--- config.mk ---
export PLATFORM = sky130hd
export DESIGN_NAME = ieeedrv_sd_arb
export DESIGN_NICKNAME = d
export VERILOG_FILES = /design/src/rtl/ieeedrv_pkg.sv /design/src/rtl/ieeedrv_rr_pick.sv /design/src/rtl/ieeedrv_sd_arb.sv
export SDC_FILE = /design/constraint.sdc
export NUM_CORES = 1
export LEC_CHECK = 0
export BUFFER_PORTS_ARGS = -buffer_cell sky130_fd_sc_hd__buf_2
export CORE_ASPECT_RATIO = 1.5
export CORE_MARGIN = 10
export CORE_UTILIZATION = 45
export DETAILED_ROUTE_END_ITERATION = 10
export PLACE_DENSITY = 0.77
export SLEW_MARGIN = 20
export SYNTH_ARGS = -nofsm -noshare
export SYNTH_HDL_FRONTEND = slang
export SYNTH_SLANG_ARGS = --single-unit
--- constraint.sdc ---
create_clock -name clk_sys -period 2.2 [get_ports clk_sys]
set_input_delay 0.33 -clock clk_sys [delete_from_list [all_inputs] [get_ports clk_sys]]
set_output_delay 0.33 -clock clk_sys [all_outputs]
set_load 0.02 [all_outputs]
--- src/rtl/ieeedrv_pkg.sv ---
// Shared types and helpers for the SD block-interface arbiter.
package ieeedrv_pkg;

    localparam int SD_BLK_W = 6;

    typedef enum logic [2:0] {
        IDLE,
        REQ,
        ACKED,
        ABORT,
        RELEASE
    } arb_state_t;

    // Request parameters captured at grant time so requester changes are ignored
    typedef struct packed {
        logic [31:0]         lba;
        logic [SD_BLK_W-1:0] blk_cnt;
        logic                wr;
    } sd_req_t;

    // Index `off` positions after `base`, wrapped into 0..n-1
    function automatic int rr_wrap(input int base, input int off, input int n);
        return (base + off) % n;
    endfunction

endpackage

--- src/rtl/ieeedrv_rr_pick.sv ---
// Round-robin picker: first pending requester strictly after `last`, wrapping.
module ieeedrv_rr_pick
    import ieeedrv_pkg::*;
#(
    parameter int NREQ = 2,
    parameter int IW   = $clog2(NREQ)
) (
    input  logic [NREQ-1:0] pending,
    input  logic [IW-1:0]   last,
    output logic            valid,
    output logic [IW-1:0]   idx
);

    logic [IW-1:0] cand;

    // Scan from farthest to nearest so the nearest pending index after `last` wins
    always_comb begin
        valid = |pending;
        idx   = '0;
        cand  = '0;
        for (int k = NREQ; k >= 1; k--) begin
            cand = IW'(rr_wrap(int'(last), k, NREQ));
            if (pending[cand]) begin
                idx = cand;
            end
        end
    end

endmodule

--- src/rtl/ieeedrv_sd_arb.sv ---
// Shares one MiSTer SD block interface between NREQ requesters with
// round-robin grants, full rd/wr/ack sequencing and a no-ack timeout.
module ieeedrv_sd_arb
    import ieeedrv_pkg::*;
#(
    parameter int NREQ  = 2,
    parameter int TMO_W = 24
) (
    input  logic                           clk_sys,
    input  logic                           reset,
    input  logic [NREQ-1:0][31:0]          req_lba,
    input  logic [NREQ-1:0][SD_BLK_W-1:0]  req_blk_cnt,
    input  logic [NREQ-1:0]                req_rd,
    input  logic [NREQ-1:0]                req_wr,
    output logic [NREQ-1:0]                req_ack,
    output logic [NREQ-1:0]                req_err,
    input  logic [NREQ-1:0][7:0]           req_buff_din,
    output logic [NREQ-1:0]                req_buff_wr,
    output logic [31:0]                    sd_lba,
    output logic [SD_BLK_W-1:0]            sd_blk_cnt,
    output logic                           sd_rd,
    output logic                           sd_wr,
    input  logic                           sd_ack,
    input  logic                           sd_buff_wr,
    output logic [7:0]                     sd_buff_din,
    output logic                           busy
);

    localparam int IW = $clog2(NREQ);
    localparam logic [TMO_W-1:0] TMO_LAST = {{(TMO_W-1){1'b1}}, 1'b0};

    arb_state_t      state;
    logic [IW-1:0]   grant;
    logic [IW-1:0]   last;
    logic [IW-1:0]   pick_idx;
    logic            pick_valid;
    logic [NREQ-1:0] pending;
    logic [NREQ-1:0] lvl;
    logic [NREQ-1:0] lvl_prev;
    sd_req_t         latched;
    logic            req_on;
    logic [TMO_W-1:0] tmo_cnt;
    logic            route;

    assign lvl = req_rd | req_wr;

    ieeedrv_rr_pick #(
        .NREQ (NREQ),
        .IW   (IW)
    ) u_pick (
        .pending (pending),
        .last    (last),
        .valid   (pick_valid),
        .idx     (pick_idx)
    );

    // Host strobes come from the latched direction so they can never overlap
    assign sd_rd      = req_on & ~latched.wr;
    assign sd_wr      = req_on &  latched.wr;
    assign sd_lba     = latched.lba;
    assign sd_blk_cnt = latched.blk_cnt;

    // The ack is forwarded from the cycle the host first raises it until it drops
    assign route = (state == ACKED) || ((state == REQ) && sd_ack);

    // Gate ack and buffer strobes to the granted requester only
    always_comb begin
        req_ack     = '0;
        req_buff_wr = '0;
        if (route) begin
            req_ack[grant]     = sd_ack;
            req_buff_wr[grant] = sd_buff_wr;
        end
    end

    // Write data to host follows the granted requester; quiet while idle
    always_comb begin
        sd_buff_din = 8'h00;
        if (state != IDLE) begin
            sd_buff_din = req_buff_din[grant];
        end
    end

    // Capture new requests; the granted requester is frozen until it is released
    always_ff @(posedge clk_sys or posedge reset) begin
        if (reset) begin
            pending  <= '0;
            lvl_prev <= '0;
        end else begin
            lvl_prev <= lvl;
            for (int i = 0; i < NREQ; i++) begin
                if ((state != IDLE) && (grant == IW'(i))) begin
                    if (((state == REQ) && sd_ack) || (state == ABORT)) begin
                        pending[i] <= 1'b0;
                    end
                end else if (lvl[i] && (!lvl_prev[i] || (state == IDLE))) begin
                    pending[i] <= 1'b1;
                end
            end
        end
    end

    // Grant sequencing: pick, hold strobe until ack or timeout, wait ack low, release
    always_ff @(posedge clk_sys or posedge reset) begin
        if (reset) begin
            state   <= IDLE;
            grant   <= '0;
            last    <= IW'(NREQ - 1);
            latched <= '0;
            req_on  <= 1'b0;
            req_err <= '0;
            busy    <= 1'b0;
            tmo_cnt <= '0;
        end else begin
            req_err <= '0;
            case (state)
                IDLE: begin
                    if (pick_valid) begin
                        grant           <= pick_idx;
                        latched.lba     <= req_lba[pick_idx];
                        latched.blk_cnt <= req_blk_cnt[pick_idx];
                        latched.wr      <= req_wr[pick_idx];
                        req_on          <= 1'b1;
                        tmo_cnt         <= '0;
                        busy            <= 1'b1;
                        state           <= REQ;
                    end
                end
                REQ: begin
                    if (sd_ack) begin
                        req_on <= 1'b0;
                        state  <= ACKED;
                    end else if (tmo_cnt == TMO_LAST) begin
                        req_on         <= 1'b0;
                        req_err[grant] <= 1'b1;
                        tmo_cnt        <= tmo_cnt + 1'b1;
                        state          <= ABORT;
                    end else begin
                        tmo_cnt <= tmo_cnt + 1'b1;
                    end
                end
                ACKED: begin
                    if (!sd_ack) begin
                        state <= RELEASE;
                    end
                end
                ABORT: begin
                    state <= RELEASE;
                end
                RELEASE: begin
                    last  <= grant;
                    busy  <= 1'b0;
                    state <= IDLE;
                end
                default: begin
                    state <= IDLE;
                end
            endcase
        end
    end

endmodule
==> results_dict.tcl, run 1 <==
set metrics [dict create \
    skew_ps 5.58 \
    status "finished, final reports clean" \
    grt.total_usage_pct 15.8 \
    cts_resized 0 \
    routed_wl_mm 10.8 \
    cp-end-kind "flip-flop" \
    worstMarginPinSlew_ps 653 \
    p_clk_share_pct 21.7 \
    start_kind "flip-flop" \
    yosysTopAreaCell "dfrtp_1" \
    layout-drive-gt1-share_pct 35.7 \
    crit_path_max_fanout 11 \
    grt_pass1_wl_mm 17.6 \
    max-slew-margin-rel_pct 55.8 \
    worstSetupPathType "reg2reg" \
    internal-power_uw 4220 \
    start_util_pct 46.1 \
    p_leak_uw 0.00257 \
    dieHeight_um 137 \
    peakVddDrop_mv 0.860 \
    die_w_um 97.9 \
    clkSinkCount 76 \
    wl_met3_um 743 \
    power.density_nw_per_um2 1420 \
    drv_cap 0 \
    fin_util_pct 57.4 \
    slew_violations 0 \
    ys_ff_latch 76 \
    drtAntennaViolNets 0 \
    hold_path.class "in2async" \
    route.met2.wl_mm 5.62 \
    synth_top_area_share_pct 45.9 \
    rsz0062_at_grt "false" \
    wl_per_cell_um 16.1 \
    syn_inst 436 \
    vias 3494 \
    grt_pass1_vias 3763 \
    postCtsSetupRepairBufs 0 \
    io_buffers 154 \
    cts_tree "yes" \
    drcViolationCount 0 \
    gp_congestion 0.770 \
    met1_length_mm 4.15 \
    required_ps 2450 \
    syn_area_per_cell_um2 9.39 \
    seq_area_frac_synth_pct 46.5 \
    maxUsedRoutingLayer "met4" \
    path_clk_slew_ps 60 \
    dp_hpwl_mm 8.40 \
    postCtsHoldBufs 0 \
    ys_types 38 \
    p_sw_uw 3010 \
    via_per_inst 5.23 \
    p_sw_share_pct 41.6 \
    cts_inserted_buffers 9 \
    die-area_um2 13400 \
    synth_area_leaders "dfrtp_1, mux2i_1, buf_4" \
    fmax_mhz 489 \
    pwr-share-comb_pct 47.7 \
    grt_overflow_total 0 \
    cts-root-buf "clkbuf_16" \
    ctsHtreeMaxLevel 3 \
    io_pins 155 \
    fin_nets 655 \
    dr.pass1.iters 4 \
    diodes 0 \
    syn_nets 538 \
    coreArea_um2 8880 \
    finalSetupViolations 0 \
    rows 42 \
    grt_max_degree 77 \
    finalCritPeriodShare_pct 93.0 \
    cts_buffer_depth 2 \
    drtIter0Drc 122 \
    area_delta_synth_final_pct 24.5 \
    tns_ps 0 \
    nFillCells 781 \
    yosysWarnings 0 \
    syn-cell-area_um2 4090 \
    p_seq_share_pct 30.5 \
    antenna_found_initial 0 \
    clk_latency_ps 330 \
    hold_violations 0 \
    critPathArrivalTime_ps 2290 \
    finalCriticalPeriod_ps 2050 \
]
==> cell usage after synthesis, drive strengths merged <==
cell,count
nor2b,3
nand3,8
or2,6
o21a,5
xor2,4
xnor2,2
o211a,1
nand2,58
nor3,9
and3,1
a31o,1
o22a,2
o21ai,55
mux2i,49
nor2,18
nand2b,2
nand4,11
nor4b,1
buf,46
o31ai,3
or3,12
nor4,3
clkbuf,20
dfstp,1
or4b,1
or4,4
a21boi,1
dfrtp,75
a211o,1
and4,4
and2,3
ha,2
a21oi,17
o31a,1
inv,6
==> power groups by stage <==
stage	combinational (uW)	clock [uW]	sequential, uW
global route	3800	1670	2270
floorplan	2900	0	2100
detailed placement	3510	0	2220
global placement	3400	0	2190
finish	3450	1570	2210
CTS	3510	1610	2210
==> registers in the layout (all words and copies together) (netlist names) <==
signal	flops
req_on	1
sd_lba	32
tmo_cnt	24
pending	2
grant	1
state	3
req_err	2
sd_blk_cnt	6
latched	1
last	1
busy	1
lvl_prev	2
==> cell usage in the layout (no fill, tap or decap), drive strengths merged, types with 6 or more instances in the layout <==
cell type and instances:
nand2 58, nor2 18, clkbuf 12, or3 12, mux2i 49, or2 6, dfrtp 75, a21oi 17
nand4 11, nand3 8, nor3 9, o21ai 55, buf 172
==> per-stage QoR <==
| step | setup WS (ps) | hold WS (ps) | area [um^2] | std cells | power (uW) |
|---|---|---|---|---|---|
| after floorplan | 99.7 | 451 | 4100 | 436 | 5000 |
| after global placement | 78.4 | 458 | 4770 | 652 | 5600 |
| after detailed placement | 35.1 | 466 | 4770 | 652 | 5730 |
| after CTS | 95.8 | 122 | 5090 | 668 | 7330 |
| after global routing | 28.5 | 154 | 5090 | 668 | 7740 |
| final | 154 | 106 | 5090 | 668 | 7220 |
==> path summary, 6_finish.rpt <==
path | startpoint | to | slack [ps] | cells after the start
min in group clk_sys | req_rd[0] | lvl_prev[0] | 220 | 2
max in group asynchronous | reset | last | 1730 | 3
min reg2reg | sd_lba[3] | sd_lba[3] | 470 | 2
max reg2reg | tmo_cnt[1] | tmo_cnt[10] | 150 | 6
min | reset | sd_blk_cnt[5] | 110 | 3
max | tmo_cnt[1] | tmo_cnt[10] | 150 | 6
==> logic make-up (layout without fill, tap and decap cells) <==
family	Yosys count	count (layout)	share of synthesized area, %
flip-flops	76	76	46.5
multiplexers	49	49	12.0
buffers and inverters	72	194	10.5
XOR/XNOR	6	6	1.28
AO/OA/AOI/OAI	87	87	11.8
adder cells (fa/ha/maj)	2	2	0.611
AND/OR/NAND/NOR	144	144	17.4
==> layer usage <==
metal	track usage, %	up-vias
met2	27.3	126
li1	-	1719
met4	7.62	0
met1	17.1	1630
met3	4.80	19
met5	0	-
==> final cells by class <==
cell class | count | area (um^2) | share of cell area (%)
sequential | 76 | 1900 | 37.4
multi-input combinational | 288 | 1780 | 34.9
timing repair buffer | 172 | 931 | 18.3
clock buffer | 12 | 246 | 4.84
tap | 110 | 138 | 2.70
clock inverter | 4 | 72.6 | 1.42
inverter | 6 | 26.3 | 0.516
==> critical path, cell delays in order (launching register included) <==
cell and delay (ps):
dfrtp_1 440, ha_1 210, nand3_1 160, or4_4 480, buf_4 190, or3_1 350, a21oi_1 150
No activity file was read; power rests on OpenSTA's default activity.
==> run 2: changes to the inputs <==
--- a/config.mk
+++ b/config.mk
@@ -14,4 +14,5 @@
 export SLEW_MARGIN = 20
 export SYNTH_ARGS = -nofsm -noshare
 export SYNTH_HDL_FRONTEND = slang
+export SYNTH_HIERARCHICAL = 1
 export SYNTH_SLANG_ARGS = --single-unit
==> run 2 against run 1 <==
Final area is 0.44% lower. Setup slack better by 77 ps. Sequential cell count stayed put. Count of clock-buffer cells in the layout is 1 higher. Via count is 0.60% lower. First-iteration DRC count is 31% higher. Critical path depth is 1 lower. Critical path type unchanged. Largest power group unchanged. Highest routed layer unchanged.
==> results_dict.tcl, run 2 <==
set metrics [dict create \
    die_w_um 98.6 \
    ys_async_sr_fraction_pct 100 \
    tns_ps 0 \
    reg2reg_depth 5 \
    power.density_nw_per_um2 1380 \
    coreArea_um2 9150 \
    synth-edff-count 0 \
    worst_r2r_startpoint "pending[0]" \
    syn-cell-area_um2 4170 \
    worst_slack_ps 231 \
    cp-startpoint "pending[0]" \
    drtIter0Drc 160 \
    via_per_inst 5.24 \
    slew_violations 0 \
    worstMarginPinSlew_ps 654 \
    skew_ps 7.18 \
    start_util_pct 45.6 \
    grt_pass1_vias 3552 \
    path_clk_slew_ps 60 \
    syn_nets 535 \
    final_common_cell "buf_2" \
    route.met2.wl_mm 5.42 \
    dieHeight_um 138 \
    maxUsedRoutingLayer "met4" \
    required_ps 2470 \
    vias 3473 \
    synthFlopType "dfrtp_1" \
    nFillCells 818 \
    postCtsHoldBufs 0 \
    grt.total_usage_pct 14.9 \
    worstReg2RegEnd "tmo_cnt[12]" \
    cts_inserted_buffers 9 \
    cts_resized 0 \
    yosysTopAreaCell "dfrtp_1" \
    syn_inst 433 \
    rsz0062_at_grt "false" \
    start_kind "flip-flop" \
    drtAntennaViolNets 0 \
    cts_tree "yes" \
    ys_ff_latch 76 \
    cp-end-kind "flip-flop" \
    preCtsSetupSlack_ps 276 \
    final_cell_mix "buf_2, dfrtp_1, nor2_1" \
    die-area_um2 13600 \
    diodes 0 \
    synth_area_leaders "dfrtp_1, mux2i_1, buf_4" \
    largest_register_ffs 32 \
    routed_wl_mm 10.4 \
    wl_per_cell_um 15.6 \
    seq_area_frac_synth_pct 45.6 \
    hold_violations 0 \
    peakVddDrop_mv 1.10 \
    dr.pass1.iters 4 \
    grt_pass1_wl_mm 16.7 \
    dp_cells 648 \
    drcViolationCount 0 \
    met1_length_mm 3.98 \
    yosys-top-cells-count "dfrtp_1, nor2_1, mux2i_1, a21oi_1, buf_4" \
    wl_met3_um 706 \
    cts_buffer_depth 2 \
    io_buffers 154 \
    fin_nets 649 \
    cp-endpoint "tmo_cnt[12]" \
    synth.most_common_cell "dfrtp_1" \
    yosysWarnings 6 \
    gp_congestion 0.812 \
    critPathArrivalTime_ps 2240 \
    antenna_found_initial 0 \
    fmax_mhz 508 \
    area_delta_synth_final_pct 21.6 \
    grt_overflow_total 0 \
    clkSinkCount 76 \
    syn_area_per_cell_um2 9.63 \
    p_total_uw 7020 \
    rrSetupSlack_ps 230 \
    postCtsSetupRepairBufs 0 \
    rows 43 \
    ctsHtreeMaxLevel 3 \
    synth_top_area_share_pct 45.0 \
    finalCriticalPeriod_ps 1970 \
    io_pins 155 \
    cts-root-buf "clkbuf_16" \
    finalSetupViolations 0 \
    max-slew-margin-rel_pct 56.3 \
    instances_no_fill 663 \
    clk_latency_ps 330 \
    crit_path_max_fanout 13 \
    hold_path.class "in2async" \
    dp_hpwl_mm 8.23 \
    layout-drive-gt1-share_pct 36.1 \
    drv_cap 0 \
    status "finished, final reports clean" \
    finalCritPeriodShare_pct 89.5 \
    ys_types 47 \
    p_leak_uw 0.00247 \
    grt_max_degree 60 \
    worstSetupPathType "reg2reg" \
]
run 2: changes by cell type in the layout (fill, tap and decap cells not counted), moves of 5 or more:
cell	before	now
buf_4	16	8
nand4_1	11	4
nand2_1	57	25
or3_1	12	6
a21oi_1	17	50
o21ai_0	55	13
o21a_1	5	0
nor2_1	18	58
run 2: worst min-delay path by stage:
stage,start,endpoint,slack [ps]
after detailed placement,reset,tmo_cnt[21],390
after global placement,reset,tmo_cnt[21],390
final,reset,tmo_cnt[21],30
after global routing,reset,tmo_cnt[21],60
after floorplan,req_rd[0],lvl_prev[0],450
after CTS,reset,req_on,40
run 2: final cells by class:
cell class,instances,area [um^2],area share [%]
repair buffers,165,891,17.6
clock inverters,2,12.5,0.247
clock buffers,13,240,4.74
inverters,6,26.3,0.518
well taps,112,140,2.76
multi-input cells,289,1860,36.7
flip-flops and latches,76,1900,37.5
run 2: cells by family (layout without fill, tap and decap cells):
| kind of cell | after synthesis | count (layout) | synth area share, % |
|---|---|---|---|
| simple gates | 147 | 147 | 18.0 |
| flops | 76 | 76 | 45.6 |
| compound gates | 82 | 82 | 11.9 |
| buf+inv | 68 | 186 | 10.1 |
| mux | 52 | 52 | 12.5 |
| fa+ha+maj | 2 | 2 | 0.600 |
| xor+xnor | 6 | 6 | 1.26 |
run 2: per-stage QoR:
stage | area, um^2 | hold WS, ps | util (%)
2_1_floorplan | 4180 | 453 | -
3_3_place_gp | 4820 | 386 | 52.7
3_5_place_dp | 4820 | 391 | 52.7
4_1_cts | 5070 | 37.1 | 55.5
5_1_grt | 5070 | 64.4 | 55.5
6_report | 5070 | 32.7 | 55.5
run 2: where the power goes:
part	total, uW	leakage (uW)	switching [uW]	internal [uW]
logic	3570	0.00144	2190	1370
clock network	1270	0.000120	518	756
registers	2180	0.000915	310	1870
total	7020	0.00247	3020	4000
run 2: routing by layer:
layer	global-route usage, %	up-vias
li1	-	1695
met1	15.7	1630
met2	26.2	128
met3	4.44	20
met4	7.75	0
met5	0	-
run 2: critical path, cell delays in order (launching register included):
cell,delay [ps]
dfrtp_1,440
or2_1,200
and2b_1,270
o2111ai_2,330
or4_1,580
nand2_1,80
==> run 3: changes to the inputs <==
--- a/config.mk
+++ b/config.mk
@@ -11,8 +11,8 @@
 export CORE_UTILIZATION = 45
 export DETAILED_ROUTE_END_ITERATION = 10
 export PLACE_DENSITY = 0.77
+export RECOVER_POWER = 100
 export SLEW_MARGIN = 20
 export SYNTH_ARGS = -nofsm -noshare
 export SYNTH_HDL_FRONTEND = slang
-export SYNTH_HIERARCHICAL = 1
 export SYNTH_SLANG_ARGS = --single-unit
==> run 3 against run 2 <==
The flow now finishes with violations (capacitance limit, slew limit). Register-to-register slack worse by 80 ps. Final cell count is 0.75% higher. Combinational power is 7.8% lower. Critical path type unchanged. Highest routed layer unchanged.
==> results_dict.tcl, run 3 (synthesis gave the netlist of run 1 again) <==
set metrics [dict create \
    area_delta_synth_final_pct 22.2 \
    pwr-share-comb_pct 46.5 \
    layout-drive-gt1-share_pct 26.3 \
    worstSetupPathType "reg2reg" \
    reg2reg_depth 6 \
    routed_wl_mm 10.7 \
    finalSetupViolations 0 \
    instances_no_fill 668 \
    rsz0062_at_grt "false" \
    max-slew-margin-rel_pct -14.4 \
    io_pins 155 \
    whs_endpoint "lvl_prev[0]" \
    internal-power_uw 4060 \
    grt_overflow_total 0 \
    coreArea_um2 8880 \
    cp-end-kind "flip-flop" \
    p_seq_share_pct 31.3 \
    p_leak_uw 0.00240 \
    rows 42 \
    grt.total_usage_pct 15.8 \
    postCtsSetupRepairBufs 0 \
    power.density_nw_per_um2 1420 \
    clk_latency_ps 330 \
    final_cell_mix "buf_2, dfrtp_1, nand2_1" \
    crit_family "simple AND/OR/NAND/NOR gates" \
    status "finished with violations" \
    grt_pass1_vias 3763 \
    slew_violations 77 \
    design_area_um2 5000 \
    min_from "req_rd[0]" \
    worst_r2r_startpoint "tmo_cnt[1]" \
    grt_pass1_wl_mm 17.6 \
    finalCritPeriodShare_pct 93.1 \
    crit_buf_inv 1 \
    ctsHtreeMaxLevel 3 \
    hold_path.class "in2reg" \
    cts_tree "yes" \
    place_area_um2 4770 \
    crit_path_max_fanout 11 \
    fmax_mhz 488 \
    cts_buffer_depth 2 \
    dr.pass1.iters 4 \
    antenna_found_initial 0 \
    postCtsHoldBufs 0 \
    worstMarginPinSlew_ps 1720 \
    dieHeight_um 137 \
    p_clk_share_pct 22.2 \
    hold_violations 0 \
    tns_ps 0 \
    cts_resized 0 \
    dp_hpwl_mm 8.40 \
    cts_inserted_buffers 9 \
    dp_cells 652 \
    skew_ps 5.45 \
    grt_max_degree 77 \
    wl_per_cell_um 16.1 \
    required_ps 2440 \
    diodes 0 \
    die_w_um 97.9 \
    start_util_pct 46.1 \
    p_sw_share_pct 42.6 \
    via_per_inst 5.19 \
    final_common_cell "buf_2" \
    critPathArrivalTime_ps 2290 \
    vias 3468 \
    holdPathStages 2 \
    drtAntennaViolNets 0 \
    violations "capacitance limit, slew limit" \
    path_clk_slew_ps 60 \
    start_kind "flip-flop" \
    gp_congestion 0.770 \
    die-area_um2 13400 \
    drtIter0Drc 135 \
    cp_slowest_stage_delay_ps 480 \
    io_buffers 154 \
    p_sw_uw 3020 \
    drv_cap 1 \
    drcViolationCount 0 \
    peakVddDrop_mv 0.825 \
    largest_register_ffs 32 \
    clkSinkCount 76 \
    fin_nets 655 \
    finalCriticalPeriod_ps 2050 \
    cpMaxStageDelayCell "or4_4" \
    rrSetupSlack_ps 150 \
    worstPathCellList "ha_1, nand3_1, or4_4, buf_4, or3_1, a21oi_1" \
    cts-root-buf "clkbuf_16" \
    worstReg2RegEnd "tmo_cnt[10]" \
]
==> run 3: changes by cell type in the layout (fill, tap and decap cells not counted), moves of 5 or more <==
| cell | previous run | this run |
|---|---|---|
| clkbuf_1 | 4 | 54 |
| a21oi_1 | 50 | 17 |
| o21ai_0 | 13 | 55 |
| nand4_1 | 4 | 11 |
| buf_2 | 154 | 99 |
| clkbuf_2 | 0 | 10 |
| nand2_1 | 25 | 57 |
| nor2_1 | 58 | 18 |
| o21a_1 | 0 | 5 |
| or3_1 | 6 | 12 |
==> run 3: worst register-to-register path: cells and delay by family, from the launching register on <==
family                     cells  cell delay [ps]
buffers and inverters          1              190
and+or+nand+nor                3              980
DFF                            1              440
adders and majority gates      1              210
AOI/OAI and AO/OA              1              150
==> run 3: final cells by class <==
type                    instances  area [um^2]
multi-input cells             288         1780
well taps                     110          138
flip-flops and latches         76         1900
clock inverters                 4         72.6
fillers                       816         3880
clock buffers                  12          246
repair buffers                172          836
inverters                       6         26.3
==> run 3: metrics by stage <==
step                      hold slack, ps  worst slack (ps)  total power (uW)  util (%)
after global placement               458              78.4              5600      53.7
after floorplan                      451              99.7              5000         -
after global routing                 215              22.8              7600      56.3
final                                216               152              7080      56.3
after CTS                            122              95.8              7330      57.3
after detailed placement             466              35.1              5730      53.7
==> run 3: worst max path at each step <==
stage | slack (ps) | start | endpoint | cells past startpoint
after floorplan | 100 | state[1] | tmo_cnt[18] | 6
after global placement | 80 | sd_ack | tmo_cnt[14] | 6
after detailed placement | 40 | sd_ack | tmo_cnt[14] | 6
after CTS | 100 | tmo_cnt[0] | tmo_cnt[14] | 6
after global routing | 20 | tmo_cnt[0] | tmo_cnt[14] | 6
final | 150 | tmo_cnt[1] | tmo_cnt[10] | 6
==> run 3: routing by layer <==
metal	GRT usage, %	vias to the layer above	wire [um]
met5	0	-	0
met2	27.3	114	5610
met3	4.80	20	692
met1	17.1	1619	4180
met4	7.62	0	245
li1	-	1715	-
==> run 3: power by group through the flow <==
stage | combinational [uW] | clock, uW | sequential, uW
2_1_floorplan | 2900 | 0 | 2100
3_3_place_gp | 3400 | 0 | 2190
5_1_grt | 3650 | 1670 | 2280
6_report | 3290 | 1570 | 2220
4_1_cts | 3510 | 1610 | 2210
3_5_place_dp | 3510 | 0 | 2220
